==> src/rtl/fetch_stage.sv <==
// Instruction-fetch stage: owns the PC, steers next-PC from the jump unit's S1:S0 select, and fills IF/ID.
// Optional FETCH_PERF_CNT_EN adds RedirectCount/StallCount performance counters.
module fetch_stage #(
    parameter logic [31:0] RESET_PC = 32'h0
) (
    input  logic        clk,
    input  logic        rst,
    input  logic [31:0] Instruction,
    input  logic        S0,
    input  logic        S1,
    input  logic        IF_flush,
    input  logic [31:0] JumpToAddress,
    input  logic        prediction,
    input  logic [31:0] JRAddress,
    input  logic [31:0] CorrectAddress,
    input  logic        Stall,
    output logic [31:0] PC,
    output logic [31:0] PC1,
    output logic [31:0] IFID_Instruction,
    output logic [31:0] IFID_PC1,
    output logic        IFID_Prediction,
`ifdef FETCH_PERF_CNT_EN
    output logic [31:0] RedirectCount,
    output logic [31:0] StallCount,
`endif
    output logic        IFID_Valid
);

    logic [31:0] sel_pc;

    // Word-addressed; wraps silently at 2^32.
    assign PC1 = PC + 32'd1;

    // An unknown select falls to the default arm so the PC holds instead of absorbing X.
    always_comb begin
        sel_pc = PC;
        case ({S1, S0})
            2'b00:   sel_pc = PC1;
            2'b01:   sel_pc = JumpToAddress;
            2'b10:   sel_pc = JRAddress;
            2'b11:   sel_pc = CorrectAddress;
            default: sel_pc = PC;
        endcase
    end

    always_ff @(posedge clk) begin
        if (!rst) begin
            PC               <= RESET_PC;
            IFID_Instruction <= 32'd0;
            IFID_PC1         <= 32'd0;
            IFID_Prediction  <= 1'b0;
            IFID_Valid       <= 1'b0;
        end else if (IF_flush) begin
            // Redirect wins over Stall: load the recovery target and squash IF/ID.
            PC               <= sel_pc;
            IFID_Instruction <= 32'd0;
            IFID_PC1         <= 32'd0;
            IFID_Prediction  <= 1'b0;
            IFID_Valid       <= 1'b0;
        end else if (!Stall) begin
            PC               <= sel_pc;
            IFID_Instruction <= Instruction;
            IFID_PC1         <= PC1;
            IFID_Prediction  <= prediction;
            IFID_Valid       <= 1'b1;
        end
    end

`ifdef FETCH_PERF_CNT_EN
    always_ff @(posedge clk) begin
        if (!rst) begin
            RedirectCount <= 32'd0;
            StallCount    <= 32'd0;
        end else begin
            if (IF_flush)
                RedirectCount <= RedirectCount + 32'd1;
            if (Stall && !IF_flush)
                StallCount <= StallCount + 32'd1;
        end
    end
`endif

endmodule

==> config.mk <==
export PLATFORM = sky130hd
export DESIGN_NAME = fetch_stage
export DESIGN_NICKNAME = d
export VERILOG_FILES = /design/src/rtl/fetch_stage.sv
export SDC_FILE = /design/constraint.sdc
export NUM_CORES = 1
export LEC_CHECK = 0
export ABC_AREA = 1
export CORE_AREA = 2 2 125 127
export DETAILED_ROUTE_END_ITERATION = 7
export DIE_AREA = 0 0 127 129
export PLACE_DENSITY = 0.69
export SLEW_MARGIN = 20
export SYNTH_ARGS = -nofsm -noshare
export SYNTH_HDL_FRONTEND = slang
export SYNTH_SLANG_ARGS = --single-unit
==> constraint.sdc <==
create_clock -name clk -period 4.65 [get_ports clk]
set_input_delay 1.1625 -clock clk [delete_from_list [all_inputs] [get_ports clk]]
set_output_delay 1.1625 -clock clk [all_outputs]
set_load 0.005 [all_outputs]
; After elaboration in Yosys (flattened, before gate mapping)
; Index checks and enable logic that the tools add are counted.
; Widths: inputs -> output; s select.
[word_totals]
input_bits = 135
ff_bits = 98
word_cells = 16
[op_classes]
n_eq_ne = 4
n_mux = 3
bitwise_logic = 1
reduce_logical = 2
addsub = 1
[op_table]
columns = operator, count
row1 = $pmux 32 s4, 1
row2 = $mux 32, 2
row3 = $add 32x1->32 const B, 1
row4 = $eq 2x2->1 const B, 2
row5 = $eq 2x1->1 const B, 1
row6 = $logic_not 2->1, 1
row7 = $ne 2x2->1 const B, 1
row8 = $reduce_or 2->1, 1
row9 = $not 1->1, 1

; Longest topological paths before layout
; Gate-level depths: netlist of the first run.
[depth]
word_depth = 4
mapped_depth = 10
ltp_nobuf = 10

; Worst setup path before layout of the first run
; No wires, ideal clock.
[synth_timing]
path_type = reg2out
startpoint = register PC[0]
endpoint = output port PC1[24]
t_required_ps = 3488
arrival_time_ps = 1281
setup_slack_ps = 2207
path_stages_with_launch = 8
path_cell_list = dfxtp_1 > ha_1 > nand2_2 > nor2_4 > nand2_4 > nor2_4 > nand3_1 > nand2_1
[synth_between]
elab_chain_len = 1
[synth_rtl]
columns = element, line_no
row1 = start: declaration, 17  ; output logic [31:0] PC,
row2 = start signal: assignment, 55  ; PC <= sel_pc;
row3 = start signal: assignment, 61  ; PC <= sel_pc;
row4 = $add 32x1->32, 32  ; assign PC1 = PC + 32'd1;
row5 = end: declaration, 18  ; output logic [31:0] PC1,
; Every way passes these cells.

; Worst setup path in the final report of the first run
[layout_timing]
startpoint = register PC[0]
endpoint = output port PC1[16]
; The elaborated chain is that of the path after synthesis.

==> flow_summary.yaml, run 1 <==
outcome:
  status: "complete, no violations"
drt:
  drtAntennaViolNets: 0
  dr.pass1.iters: 5
  dr.first_iter.drc_count: 322
  routed-via-count: 5934
  finalWirelength_um: 18800
  viasPerCell: 4.83
  drc: 0
  wl_per_cell_um: 15.3
synthesis:
  postSynthNetCount: 931
  synth-edff-count: 0
  async_reset_ff_share_pct: 0
  synth_top_area_share_pct: 37.8
  ys_ff_latch: 98
  yosysWarnings: 0
  synth_area_leaders: "dfxtp_1, nand2_1, a21oi_1"
  synth_common_cells: "nand2_1, dfxtp_1, nor2_1"
  yosysMostFrequentCell: "nand2_1"
  synthCells: 795
  synth-seq-area-share_pct: 37.8
  synth_cell_types: 31
  netlist_area_mm2: 0.00518
  synth_area_per_cell_um2: 6.52
  ys.flop_type: "dfxtp_1"
  yosys.area.top_type: "dfxtp_1"
floorplan:
  die_w_um: 127
  die_area_mm2: 0.0164
  die_height_um: 129
  ios: 265
  rows: 45
  core_mm2: 0.0150
  start_util_pct: 34.6
pwr:
  leakage_nw: 3.47
  power_density_mw_per_mm2: 267
  ir_drop_uv: 177
  p_total_mw: 2.20
setup_path:
  crit_type: "register to output pin"
  crit_fanout: 6
  crit_arrival_ps: 2520
  crit_path_end_kind: "output pin"
  critPathRequiredTime_ps: 3490
  startpoint_type: "register"
sta:
  period_share_pct: 79.2
  fmax_mhz: 272
  worstMarginPinSlew_ps: 900
  final.setup_skew_ps: 4.65
  rsz0062_at_grt: "no"
  hold_violations: 0
  layout_setup_ws_ps: 967
  fin_crit_ps: 3680
  slew_headroom_pct: 39.9
  final_max_slew_viol_count: 0
  finalSetupViolCount: 0
  fin_tns_setup_ps: 0
global_routing:
  globalRouteOverflowTotal: 0
  grt_first_pass_wirelength_um: 28700
  grt_max_degree: 69
  grt_pass1_vias: 5287
  grt_use_total_pct: 22.4
  antenna_found_initial: 0
placement:
  dpl_worst_slack_ps: 1310
  hpwlAfterDp_um: 14500
  gp_congestion: 0.919
  io_buffer_count: 264
layout:
  area.sequential_mm2: 0.00196
  fillers: 1503
  antenna_cells: 0
  area_delta_synth_final_pct: 58.9
  multiInputGateArea_mm2: 0.00283
  fin_util_pct: 55.0
  drive_above_1_share_pct: 5.19
  layout.nets: 1172
worst_hold_path:
  hold_class: "register to register"
cts:
  clock_latency_ps: 340
  post_cts_buffers: 0
  root_buffer: "clkbuf_16"
  cts_hold_buffers: 0
  cts_sinks: 98
  cts_resized: 0
  cts_tree: "built"
  cts_buffers: 9
  clk_pin_slew_ps: 70
  cts_max_level: 3
  clockBufferDepth: 2
job:
  maxCapViolCount: 0
[logic make-up after synthesis]
logic type               after synthesis  share of synthesized area (%)
AND/OR/NAND/NOR                      411                           33.4
AO/OA/AOI/OAI                        166                           17.3
buffers and inverters                103                           7.67
flip-flops                            98                           37.8
XOR/XNOR                              16                           3.57
adder cells (fa/ha/maj)                1                          0.241
[routing by layer]
metal	GRT usage, %	up-vias	share of wire [%]
li1	-	3022	-
met1	29.7	2617	45
met2	36.4	271	46
met3	3.91	24	7.2
met4	8.60	0	2.1
met5	0	-	0
[cells in the final DEF (no fill, tap or decap), drive strengths merged]
cell           synthesis  final
a211oi                15     15
a21oi                 74     74
a221oi                 3      3
a31oi                  2      2
a41oi                  2      2
and2                   1      1
buf                   13      6
bufinv                 0      1
clkbuf                26      9
clkdlybuf4s50          0    263
clkinv                 2      4
clkinvlp               0      2
dfxtp                 98     98
ha                     1      1
inv                   62     64
nand2                266    266
nand3                 20     20
nand3b                 9      9
nand4                  4      4
nor2                 111    111
o211ai                 1      1
o21ai                 67     67
o21bai                 2      2
xnor2                  5      5
xor2                  11     11
[sequential cells by signal, indices dropped and copies added (netlist names)]
signal            cells
IFID_Instruction     32
IFID_PC1             32
IFID_Prediction       1
IFID_Valid            1
PC                   32
[critical path: stages, from the launching register on]
cell and delay, ps:
dfxtp_1 500, ha_1 250, nand2_2 80, nor2_4 170, nand2_4 100, nor2_4 220, xor2_2 280, clkdlybuf4s50_1 560
[through the flow]
step	hold slack [ps]	cell area, um^2	instances
6_report	463	8240	1229
5_1_grt	479	8240	1229
4_1_cts	463	8240	1229
3_5_place_dp	453	7940	1213
3_3_place_gp	441	7940	1213
2_1_floorplan	453	5180	795
[report_power, final]
| group | total (mW) | switching, mW | internal, mW |
|---|---|---|---|
| Combinational | 0.493 | 0.215 | 0.278 |
| Sequential | 0.939 | 0.0549 | 0.884 |
| Clock | 0.764 | 0.343 | 0.421 |
[final timing paths]
| kind | from | to | slack (ps) | depth (start not counted) |
|---|---|---|---|---|
| worst max-delay path | PC[0] | PC1[16] | 970 | 7 |
| worst min-delay path | IFID_Instruction[4] | IFID_Instruction[4] | 460 | 2 |
| worst max register to register | PC[0] | IFID_PC1[30] | 2730 | 10 |
| worst min register to register | IFID_Instruction[4] | IFID_Instruction[4] | 460 | 2 |
[area by class of cell]
| type | instances | share of cell area, % |
|---|---|---|
| Tap cell | 188 | 2.85 |
| Clock buffer | 9 | 2.73 |
| Timing Repair Buffer | 269 | 32.5 |
| Sequential cell | 98 | 23.8 |
| Clock inverter | 7 | 0.926 |
| Inverter | 64 | 2.92 |
| Multi-Input combinational cell | 594 | 34.3 |
No activity file was read; power rests on OpenSTA's default activity.
==> run 2: changes to the inputs <==
PLACE_DENSITY = 0.72   (was 0.69)
clock period = 3.35 ns   (was 4.65 ns; I/O delays follow)
==> run 2 against run 1 <==
Compared with the run above: combinational power up 41%; sequential cell count unchanged; clock-buffer cell count rose by 1; worst hold slack lost 8.9 ps; wire length grew 0.86%; core utilization grew 0.68 points; sequential power grew 38%; non-clock buffer count up 8; setup slack worse by 800 ps; die area unchanged.
==> flow_summary.yaml, run 2 (synthesis gave the netlist of run 1 again) <==
setup_path:
  rr_endpoint: "IFID_PC1[28]"
  crit_end: "PC1[16]"
  cp_cell_sequence: "ha_1 > nand2_2 > nor2_4 > nand2_4 > nor2_4 > xor2_2 > clkdlybuf4s50_1"
  worst-path-buf-inv: 1
  critPathLaunch: "PC[1]"
  crit_family: "simple AND/OR/NAND/NOR gates"
  crit_type: "register to output pin"
  crit_path_end_kind: "output pin"
  ff2ff_path_depth: 10
  critPathRequiredTime_ps: 2510
  path_common_cell: "nor2_4"
  r2r-start: "PC[1]"
  r2r_slack_ps: 1530
  startpoint_type: "register"
  path_depth: 7
  cpMaxStageDelayCell: "clkdlybuf4s50_1"
  crit_arrival_ps: 2340
  slowest_delay_ps: 560
  crit_fanout: 5
cts:
  root_buffer: "clkbuf_16"
  clock_latency_ps: 350
  clk_pin_slew_ps: 70
  cts_tree: "built"
  cts_sinks: 98
  clockBufferDepth: 2
  cts_buffers: 9
  cts_max_level: 3
  cts_hold_buffers: 0
layout:
  antenna_cells: 0
  area_delta_synth_final_pct: 60.9
  largestRegisters: "IFID_Instruction: 32 flops, IFID_PC1: 32 flops, PC: 32 flops"
  fin_util_pct: 55.7
  final_cell_mix: "clkdlybuf4s50_1, nand2_1, dfxtp_1, nor2_1, a21oi_1"
  layout.nets: 1180
  drive_above_1_share_pct: 5.82
  fillers: 1474
  final_common_cell: "clkdlybuf4s50_1"
floorplan:
  ios: 265
  start_util_pct: 34.6
  rows: 45
  die_height_um: 129
  die_w_um: 127
  core_mm2: 0.0150
  die_area_mm2: 0.0164
drt:
  viasPerCell: 4.84
  routed-via-count: 5977
  dr.first_iter.drc_count: 508
  wl_per_cell_um: 15.4
  finalWirelength_um: 19000
  dr.pass1.iters: 8
  drc: 0
  drtAntennaViolNets: 0
sta:
  worstMarginPinSlew_ps: 704
  fin_tns_setup_ps: 0
  final.setup_skew_ps: 18.3
  final_max_slew_viol_count: 0
  finalSetupViolCount: 0
  fmax_mhz: 314
  period_share_pct: 94.9
  rsz0062_at_grt: "no"
  fin_crit_ps: 3180
  slew_headroom_pct: 53.1
  hold_violations: 0
global_routing:
  globalRouteOverflowTotal: 0
  grt_first_pass_wirelength_um: 29100
  grt_use_total_pct: 22.6
  grt_pass1_vias: 5425
  grt_max_degree: 69
  antenna_found_initial: 0
pwr:
  power_density_mw_per_mm2: 383
  ir_drop_uv: 256
  leakage_nw: 3.53
job:
  maxCapViolCount: 0
placement:
  hpwlAfterDp_um: 14700
  io_buffer_count: 264
  gp_congestion: 0.889
outcome:
  status: "complete, no violations"
worst_hold_path:
  hold_class: "register to register"
run 2: cell count changes in the layout (fill, tap and decap cells not counted), sizes merged:
cell and delta:
inv -2, clkinvlp -1, bufinv +2, buf +8
clkbuf +1, clkinv -1
run 2: worst min path at each step:
stage	endpoint	depth (start not counted)	slack [ps]	startpoint
2_1_floorplan	IFID_Instruction[31]	2	450	IFID_Instruction[31]
3_3_place_gp	IFID_Instruction[31]	2	440	IFID_Instruction[31]
3_5_place_dp	IFID_Instruction[31]	2	450	IFID_Instruction[31]
4_1_cts	IFID_Instruction[31]	2	460	IFID_Instruction[31]
5_1_grt	IFID_Instruction[23]	2	480	IFID_Instruction[23]
6_report	IFID_Instruction[31]	2	450	IFID_Instruction[31]
run 2: layout make-up:
cell class | count | area (um^2) | area share (%)
multi-input cells | 594 | 2830 | 33.9
clock inverters | 5 | 103 | 1.23
repair buffers | 277 | 2740 | 32.8
flip-flops and latches | 98 | 1960 | 23.5
clock buffers | 10 | 239 | 2.87
well taps | 188 | 235 | 2.82
inverters | 64 | 240 | 2.88
run 2: where the power goes:
group,leakage [nW],internal (mW),switching [mW]
logic,2.56,0.393,0.303
clock network,0.165,0.745,0.456
registers,0.805,1.23,0.0715
total,3.53,2.37,0.830
run 2: per-layer routing:
layer / routed length (um) / global-route usage, %
met1: 8630 / 30.1
met2: 8450 / 36.1
met3: 1470 / 4.62
met4: 458 / 8.99
met5: 0 / 0
run 2: metrics by stage:
stage	cell area [um^2]	total power, mW	hold WS (ps)	std cells	setup slack, ps
floorplan	5180	1.56	453	795	1230
global placement	8000	2.02	444	1221	494
detailed placement	8000	2.02	448	1221	489
CTS	8340	3.23	456	1236	132
global route	8340	3.34	480	1236	17.0
finish	8340	3.20	454	1236	170
run 2: worst register-to-register path, stage by stage (launching register included):
cell     delay (ps)
dfxtp_1         420
ha_1            230
nand2_2          80
nor2_4          170
nand2_4         110
nor2_4          150
nand2_1          90
nand2_1          60
nand2_1         110
o21ai_0         220
inv_1            70
run 2: repair_timing:
item / CTS / global route
resized for setup: 0 / 1
buffers inserted: 0 / 0
setup endpoints to repair: 0 / 2
